## src/rtl/semaforo_timer.sv

```systemverilog
// -----------------------------------------------------------------------------
// semaforo_timer
//
// Phase timer for the traffic-light controller. Watches the lights driven by
// the light FSM, counts the cycles spent in the current phase and raises
// `timeout` on the last cycle of that phase's configured length. The answer is
// combinational, so the FSM sees it at the very next edge.
//
// Parameters:
//   WIDTH       counter width in bits
//   RED_CYCLES  red phase length in cycles    (1 .. 2^WIDTH-1)
//   YLW_CYCLES  yellow phase length in cycles (1 .. 2^WIDTH-1)
//   GRN_CYCLES  minimum green length          (1 .. 2^WIDTH-1)
//
// Ports:
//   Clock    in   sole clock, rising edge
//   Reset    in   asynchronous, active-high reset
//   red      in   red light from the FSM
//   ylw      in   yellow light from the FSM
//   grn      in   green light from the FSM
//   err      out  sticky illegal-light flag (only with SEMAFORO_TIMER_ERR_EN)
//   timeout  out  current phase has reached its configured length
//
// Optional feature macro: SEMAFORO_TIMER_ERR_EN
//   When defined, more than one light lit at once is illegal: it sets the
//   sticky `err` flag, forces `timeout` low and clears the counter.
//   When undefined, the red > ylw > grn priority alone resolves such cases.
// -----------------------------------------------------------------------------
module semaforo_timer #(
    parameter int WIDTH      = 8,
    parameter int RED_CYCLES = 10,
    parameter int YLW_CYCLES = 1,
    parameter int GRN_CYCLES = 6
) (
    input  logic Clock,
    input  logic Reset,
    input  logic red,
    input  logic ylw,
    input  logic grn,
`ifdef SEMAFORO_TIMER_ERR_EN
    output logic err,
`endif
    output logic timeout
);

    typedef enum logic [1:0] {
        PH_NONE = 2'd0,
        PH_GRN  = 2'd1,
        PH_YLW  = 2'd2,
        PH_RED  = 2'd3
    } phase_t;

    // Last count value of each phase (LIMIT-1).
    localparam logic [WIDTH-1:0] RED_LAST = WIDTH'(RED_CYCLES - 1);
    localparam logic [WIDTH-1:0] YLW_LAST = WIDTH'(YLW_CYCLES - 1);
    localparam logic [WIDTH-1:0] GRN_LAST = WIDTH'(GRN_CYCLES - 1);

    phase_t           cur;
    phase_t           ph;
    logic [WIDTH-1:0] cnt;
    logic [WIDTH-1:0] cnt_next;
    logic [WIDTH-1:0] last;
    logic [WIDTH-1:0] ce;
    logic             illegal;

    // Current phase from the lights, red has priority over yellow over green.
    always_comb begin
        cur = PH_NONE;
        if (red) begin
            cur = PH_RED;
        end else if (ylw) begin
            cur = PH_YLW;
        end else if (grn) begin
            cur = PH_GRN;
        end
    end

    always_comb begin
        case (cur)
            PH_RED:  last = RED_LAST;
            PH_YLW:  last = YLW_LAST;
            PH_GRN:  last = GRN_LAST;
            default: last = '0;
        endcase
    end

`ifdef SEMAFORO_TIMER_ERR_EN
    assign illegal = (red & ylw) | (red & grn) | (ylw & grn);
`else
    assign illegal = 1'b0;
`endif

    // A phase seen for the first time counts 0 in that cycle, whatever is
    // left in the counter from the previous phase.
    assign ce = (cur == ph) ? cnt : '0;

    // The register holds the count of the coming cycle: one more than this
    // cycle's effective count, pinned at the phase's last value so a phase
    // held past its limit keeps timeout high instead of wrapping.
    always_comb begin
        cnt_next = '0;
        if ((cur != PH_NONE) && !illegal) begin
            if (ce >= last) begin
                cnt_next = last;
            end else begin
                cnt_next = ce + WIDTH'(1);
            end
        end
    end

    always_ff @(posedge Clock or posedge Reset) begin
        if (Reset) begin
            ph  <= PH_NONE;
            cnt <= '0;
        end else begin
            ph  <= cur;
            cnt <= cnt_next;
        end
    end

`ifdef SEMAFORO_TIMER_ERR_EN
    always_ff @(posedge Clock or posedge Reset) begin
        if (Reset) begin
            err <= 1'b0;
        end else if (illegal) begin
            err <= 1'b1;
        end
    end
`endif

    // Reset gates the output directly: with a one-cycle phase the compare is
    // already true while the registers are held clear.
    assign timeout = (cur != PH_NONE) && (ce == last) && !Reset && !illegal;

endmodule

```

## config.mk

```make
export PLATFORM = sky130hd
export DESIGN_NAME = semaforo_timer
export DESIGN_NICKNAME = d
export VERILOG_FILES = /design/src/rtl/semaforo_timer.sv
export SDC_FILE = /design/constraint.sdc
export NUM_CORES = 1
export LEC_CHECK = 0
export CORE_AREA = 2 2 39 41
export CTS_CLUSTER_SIZE = 30
export DETAILED_ROUTE_END_ITERATION = 12
export DIE_AREA = 0 0 41 43
export PLACE_DENSITY_LB_ADDON = 0.25
export SYNTH_ARGS = -nofsm -noshare
export SYNTH_HDL_FRONTEND = slang
export SYNTH_SLANG_ARGS = --single-unit
```

## constraint.sdc

```tcl
create_clock -name Clock -period 8.65 [get_ports Clock]
set_input_delay 1.73 -clock Clock [delete_from_list [all_inputs] [get_ports Clock]]
set_output_delay 1.73 -clock Clock [all_outputs]
set_load 0.02 [all_outputs]
```

[After elaboration in Yosys (flattened, before gate mapping)]
Index checks and enable logic that the tools add are counted.
Storage, ports and cells
  flip-flop bits (word level): 10
  logic and storage cells: 19
  output and inout port bits: 1
  bits of input ports: 5
Operators by class
  multiplexer cells: 7
  reductions and logical operators: 4
  order comparisons: 1
  equal/unequal tests: 4
  add/sub/neg operators: 1
Operators with widths (count)
  $mux 8: 3
  $add 8x1->8 const B: 1
  $eq 8x8->1: 1
  $ge 8x8->1: 1
  $pmux 4 s2: 1
  $mux 2: 2
  $eq 2x1->1 const B: 1
  $eq 2x2->1: 1
  $eq 2x2->1 const B: 1
  $logic_and 1x1->1: 2
  $reduce_bool 2->1: 1
  $logic_not 1->1: 1
  $mux 1: 1

[Depth between registers and ports, before layout]
Gate-level depths: netlist (run 1).
  word-level depth: 8
  gate-level depth with buffers: 11
  gate-level depth less buffers: 10

[Worst setup path after synthesis (run 1)]
Ideal clock, no wire load.
  path kind: input to output
  start: in grn
  end: out timeout
  path buffers: 1
  cell stages on the path: 9
  path slack: 3.366 ns
  required time: 6.920 ns
  data arrival time: 3.554 ns
  cells stage by stage: buf_6 xor2_2 o31a_1 o21ai_1 nand2_1 ha_1 inv_1 nor4b_1 and4_1
Between the ends
  longest elaborated chain between the ends: 8
  elaborated cells on any way between the ends: 12
  classes of those cells: 4 x eq/ne; 5 x mux; 3 x reduce/logical
Ends and longest elaborated chain
  from (decl): RTL line 39  | input logic grn,
  $mux 1 (*): RTL line 73  | end else if (grn) begin
  $mux 2 (*): RTL line 71  | end else if (ylw) begin
  $mux 2 (*): RTL line 69  | if (red) begin
  $eq 2x1->1, or another cell as far along: RTL line 79  | case (cur)
  $pmux 4 s2 / $mux 8 (equally long branches): RTL line 79, 95
  $eq 8x8->1: RTL line 133  | assign timeout = (cur != PH_NONE) && (ce == last) && !Reset && !illegal;
  $logic_and 1x1->1 (*) (2 in a row): RTL line 133
  to (decl): RTL line 43  | output logic timeout
Every way passes the cells marked *; elsewhere a longest branch is shown, timed or not.

[Worst setup path after layout (run 1)]
Same ends and word-level chain as after synthesis.

==> results.md, run 1 <==
* Clock tree sinks at 10
* EDFF count, synth at 0
* Final Cycle Share at 75.0%
* Cell Area, Synth at 706 um2
* PD cells at 157 nW/um2
* Share of async-settable or async-resettable flops after synthesis at 100%
* CP max FO at 7
* Area contributors post-synth: dfrtp_1, nand3_1, ha_1
* Worst-path clk slew at 60 ps
* Tot GR Track Use at 18.9%
* Hold Path End: cnt[4]
* Crit Reg-Reg Startpoint: ph[0]
* Commonest cells post-synth: dfrtp_1, nand3_1, inv_1, nor3_1, o21ai_0
* Fmax at 154 MHz
* Die ar. at 1760 um2
* Largest net degree at the start of global routing at 11
* CP Data Required Time at 6920 ps
* Count leader, synth: dfrtp_1
* Clock Skew at 4.28 ps
* Synth warn at 0
* Final Setup Violations at 0
* Setup repair bufs after CTS at 0
* Register area share after synthesis at 35.5%
* Vias in the first global route at 533
* Post-CTS Hold Fix Bufs at 0
* Initial antenna violation count at 0
* Buffer depth of the longest clock path at 2
* # rows at 14
* Storage element area at 250 um2
* Max H-tree Level at 1
* Nature of the critical path endpoint: output port
* Final Hold Vio Count at 0
* R2R Setup Slk at 5820 ps
* HPWL after detailed placement at 1080 um
* Yosys top cell by area: dfrtp_1
* Syn avg cell area at 9.67 um2
* Clk root buf: clkbuf_4
* Worst IR Drop VDD at 80.1 uV
* Antenna Cells at 0
* RSZ-0062 raised after global routing: no
* Status: completed
* Dpl cell area at 756 um2
* Crit path DAT at 4760 ps
* First-pass GRT wire length at 2230 um
* Mean number of vias per cell at 6.04
* Final RePlAce weighted congestion at 0.761
* Final nets at 90
* I/O Buffers at 5
* Post-Syn Instances at 73
* HP Start: cnt[4]
* R2R cell count at 10
* Setup_tns at 0 ps
* Die W at 41 um
* CTS tree: built
* Final slew viol count at 0
* Vias at 580
* Pre-CTS setup slack at 2150 ps
* Fin area at 778 um2
* Share of post-route cells with drive strength above 1 at 11.3%
* Routed Antenna Nets at 0
* DRC Markers at 0
* Critical path class: input port to output port
* Grt ovf at 0
* Post-route setup slack at 2160 ps
* Hold Path Depth at 2
* CP startpoint kind: input port
* Pleak at 0.337 nW
* Max-Cap Viols at 0
* Clock Latency Late Sink at 250 ps
* # resized after CTS at 0
* Core Area at 1380 um2
* Iteration-0 DRC Markers at 14
* Initial core utilization at 51.0%
* Top-area cell type share of the netlist area at 35.5%
* # fillers at 130
* WL per Instance at 13.9 um
* Initial DRT Pass Iterations at 4
* Final WL at 1340 um
* Distinct cell type count after synthesis at 36
* Flops & latches, synth at 10
* Die Ht at 43 um
* HP Class: flop to flop
* Primary FF master, synth: dfrtp_1
* Crit path time final at 6490 ps
* Top Ports at 6
* R2R Path End: cnt[3]
* Layout area overhead at 10.3%
* Total CTS buffers at 3
* Footprint of the multi-input gates at 409 um2
[cell type report]
cell class | instances | area share, %
Clock buffer | 3 | 2.89
Multi-Input combinational cell | 55 | 52.6
Inverter | 7 | 3.38
Timing Repair Buffer | 5 | 6.43
Sequential cell | 10 | 32.2
Tap cell | 16 | 2.57
[per-layer routing]
layer / track usage, % / routed length [um] / up-vias
li1: - / - / 282
met1: 24.9 / 610 / 285
met2: 28.4 / 677 / 11
met3: 2.09 / 40 / 2
met4: 11.3 / 9 / 0
met5: 0 / 0 / -
[stage by stage]
stage | hold WS, ps | std cells | utilization [%] | total power [mW]
after floorplan | 558 | 75 | - | 0.0853
after global placement | 583 | 93 | 54.6 | 0.0929
after detailed placement | 634 | 93 | 54.6 | 0.0934
after CTS | 644 | 96 | 56.2 | 0.124
after global routing | 694 | 96 | 56.2 | 0.131
final | 635 | 96 | 56.2 | 0.122
[cells in the final DEF, fill, tap and decap left out, drive strengths merged, types with 2 or more instances in the layout]
| cell | n |
|---|---|
| dfrtp | 10 |
| nand3 | 8 |
| inv | 7 |
| nor3 | 5 |
| clkdlybuf4s50 | 5 |
| o21ai | 5 |
| a21o | 3 |
| ha | 3 |
| clkbuf | 3 |
| conb | 3 |
| xor2 | 3 |
| and2 | 2 |
| nand2 | 2 |
| or2 | 2 |
| o31ai | 2 |
[registers in the layout, indices dropped and copies added, names as in the netlist]
signal	count
cnt	8
ph	2
[cell families (layout without fill, tap and decap cells)]
| kind of cell | Yosys count | count (layout) | share of synthesized area, % |
|---|---|---|---|
| flops | 10 | 10 | 35.5 |
| xor+xnor | 4 | 4 | 6.03 |
| simple gates | 26 | 26 | 22.0 |
| compound gates | 19 | 19 | 23.1 |
| buf+inv | 10 | 15 | 7.62 |
| other cells | 1 | 3 | 0.531 |
| fa+ha+maj | 3 | 3 | 5.32 |
[how the worst max path moves through the flow]
stage,from,endpoint,slack [ps]
2_1_floorplan,grn,timeout,3370
3_3_place_gp,grn,timeout,2250
3_5_place_dp,grn,timeout,2150
4_1_cts,grn,timeout,2140
5_1_grt,grn,timeout,1980
6_report,grn,timeout,2160
[critical path: stages]
cell and delay, ps:
clkdlybuf4s50_1 560, xor2_2 250, o31a_1 270, o21ai_1 320
nand2_1 150, ha_1 360, inv_1 70, nor4b_1 260
and4_1 210, clkdlybuf4s50_1 590
[power breakdown]
group / switching (mW) / internal, mW
logic: 0.0199 / 0.0165
clock network: 0.0129 / 0.0159
registers: 0.00511 / 0.0515
Note: power is estimated with default switching activity, not from simulation.
==> run 2, diff against run 1 <==
CORE_AREA = default   (was 2 2 39 41)
CORE_UTILIZATION = 49   (was default)
DIE_AREA = default   (was 0 0 41 43)
clock period = 5.2 ns   (was 8.65 ns; I/O delays follow)
==> results.md, run 2 (synthesis results as in run 1) <==
* Clk root buf: clkbuf_4
* Footprint of the multi-input gates at 409 um2
* WL per Instance at 14.3 um
* CP most frequent cell: clkdlybuf4s50_1
* Buffer depth of the longest clock path at 2
* Final Setup Violations at 0
* Nature of the critical path endpoint: output port
* Critical path cell sequence: clkdlybuf4s50_1 -> xor2_2 -> o31a_1 -> o21ai_1 -> nand2_1 -> ha_1 -> inv_1 -> nor4b_1 -> and4_1 -> clkdlybuf4s50_1
* Worst-path clk slew at 60 ps
* Iteration-0 DRC Markers at 10
* Tot GR Track Use at 23.9%
* Post-CTS Hold Fix Bufs at 0
* CTS tree: built
* Crit path DAT at 3780 ps
* Die Ht at 40.0 um
* Mean number of vias per cell at 5.79
* # rows at 13
* Final RePlAce weighted congestion at 0.809
* Die ar. at 1600 um2
* HPWL after detailed placement at 1060 um
* Top Ports at 6
* Max reg flops at 8
* Vias at 567
* Highest-count cells in the layout ignoring fill and taps: dfrtp_1, nand3_1, inv_1, nor3_1, clkdlybuf4s50_1
* Share of post-route cells with drive strength above 1 at 14.5%
* CP max FO at 3
* Clock tree sinks at 10
* Setup repair bufs after CTS at 0
* Core Area at 1320 um2
* Biggest regs: cnt x8, ph x2
* Setup_tns at 0 ps
* Most flops, register: cnt
* I/O Buffers at 5
* CP delay by family, top: buffers and inverters
* Storage element area at 250 um2
* Clock Latency Late Sink at 270 ps
* Antenna Cells at 0
* CP Buf/Inv Count at 3
* Pleak at 0.355 nW
* Initial antenna violation count at 0
* Total CTS buffers at 3
* Routed Antenna Nets at 0
* Max-Cap Viols at 0
* Fin Hold WS at 595 ps
* Status: completed
* Final nets at 92
* Final slew viol count at 0
* Max incr delay on CP at 590 ps
* Final Hold Vio Count at 0
* Grt ovf at 0
* Initial core utilization at 53.6%
* Layout area overhead at 14.2%
* Max H-tree Level at 1
* Initial DRT Pass Iterations at 4
* HP Class: flop to flop
* Vias in the first global route at 551
* Clock Skew at 6.72 ps
* RSZ-0062 raised after global routing: no
* DRC Markers at 0
* CP Data Required Time at 4160 ps
* # resized after CTS at 0
* Die W at 40.0 um
* Fmax at 207 MHz
* Worst IR Drop VDD at 185 uV
* Final WL at 1410 um
* Critical path class: input port to output port
* CP startpoint kind: input port
* Commonest non-fill, non-tap cell in the layout: dfrtp_1
* Crit path time final at 4820 ps
* Final Cycle Share at 92.8%
* First-pass GRT wire length at 2420 um
* Largest net degree at the start of global routing at 11
* Crit path max-delay cell type: clkdlybuf4s50_1
* # fillers at 117
* PD cells at 280 nW/um2
run 2: layout make-up:
type	count	area share [%]
flip-flops and latches	10	31.1
multi-input cells	55	50.8
clock buffers	4	4.50
repair buffers	7	8.07
inverters	7	3.26
well taps	15	2.33
run 2: worst paths after layout:
path / slack (ps) / startpoint / cells past startpoint / to
max: 380 / grn / 10 / timeout
min: 600 / cnt[4] / 2 / cnt[4]
max reg2reg: 2570 / ph[0] / 10 / cnt[4]
min reg2reg: 600 / cnt[4] / 2 / cnt[4]
max in group asynchronous: 3840 / Reset / 2 / cnt[5]
min in group asynchronous: 1090 / Reset / 2 / cnt[0]
run 2: metrics by stage:
step	instance area (um2)	std cells	total power, mW	worst slack (ps)	utilization (%)
floorplan	713	75	0.142	1300	-
global placement	769	94	0.156	473	58.4
detailed placement	769	94	0.157	414	58.4
CTS	806	98	0.227	413	61.2
global route	806	98	0.240	225	61.2
finish	806	98	0.226	375	61.2
run 2: worst min-delay path, cell delays in order, from the launching register on:
cell,delay [ps]
dfrtp_1,360
xor2_1,140
nor3_1,60
run 2: metal layers:
| metal | part of all wire [%] | vias up | global-route usage [%] |
|---|---|---|---|
| met3 | 4.8 | 4 | 10.0 |
| met2 | 45 | 10 | 33.9 |
| met1 | 49 | 267 | 31.5 |
| met4 | 1.8 | 0 | 10.3 |
| met5 | 0 | - | 0 |
| li1 | - | 286 | - |
run 2: power by group:
group | internal (mW) | switching (mW) | leakage [nW]
sequential | 0.0856 | 0.00842 | 0.120
clock | 0.0425 | 0.0268 | 0.0210
combinational | 0.0288 | 0.0338 | 0.213
total | 0.157 | 0.0690 | 0.355
==> run 3, diff against run 2 <==
CAP_MARGIN = 20   (was default)
==> results of run 3 <==
Final layout, timing and power as in run 2 (identical DEF).
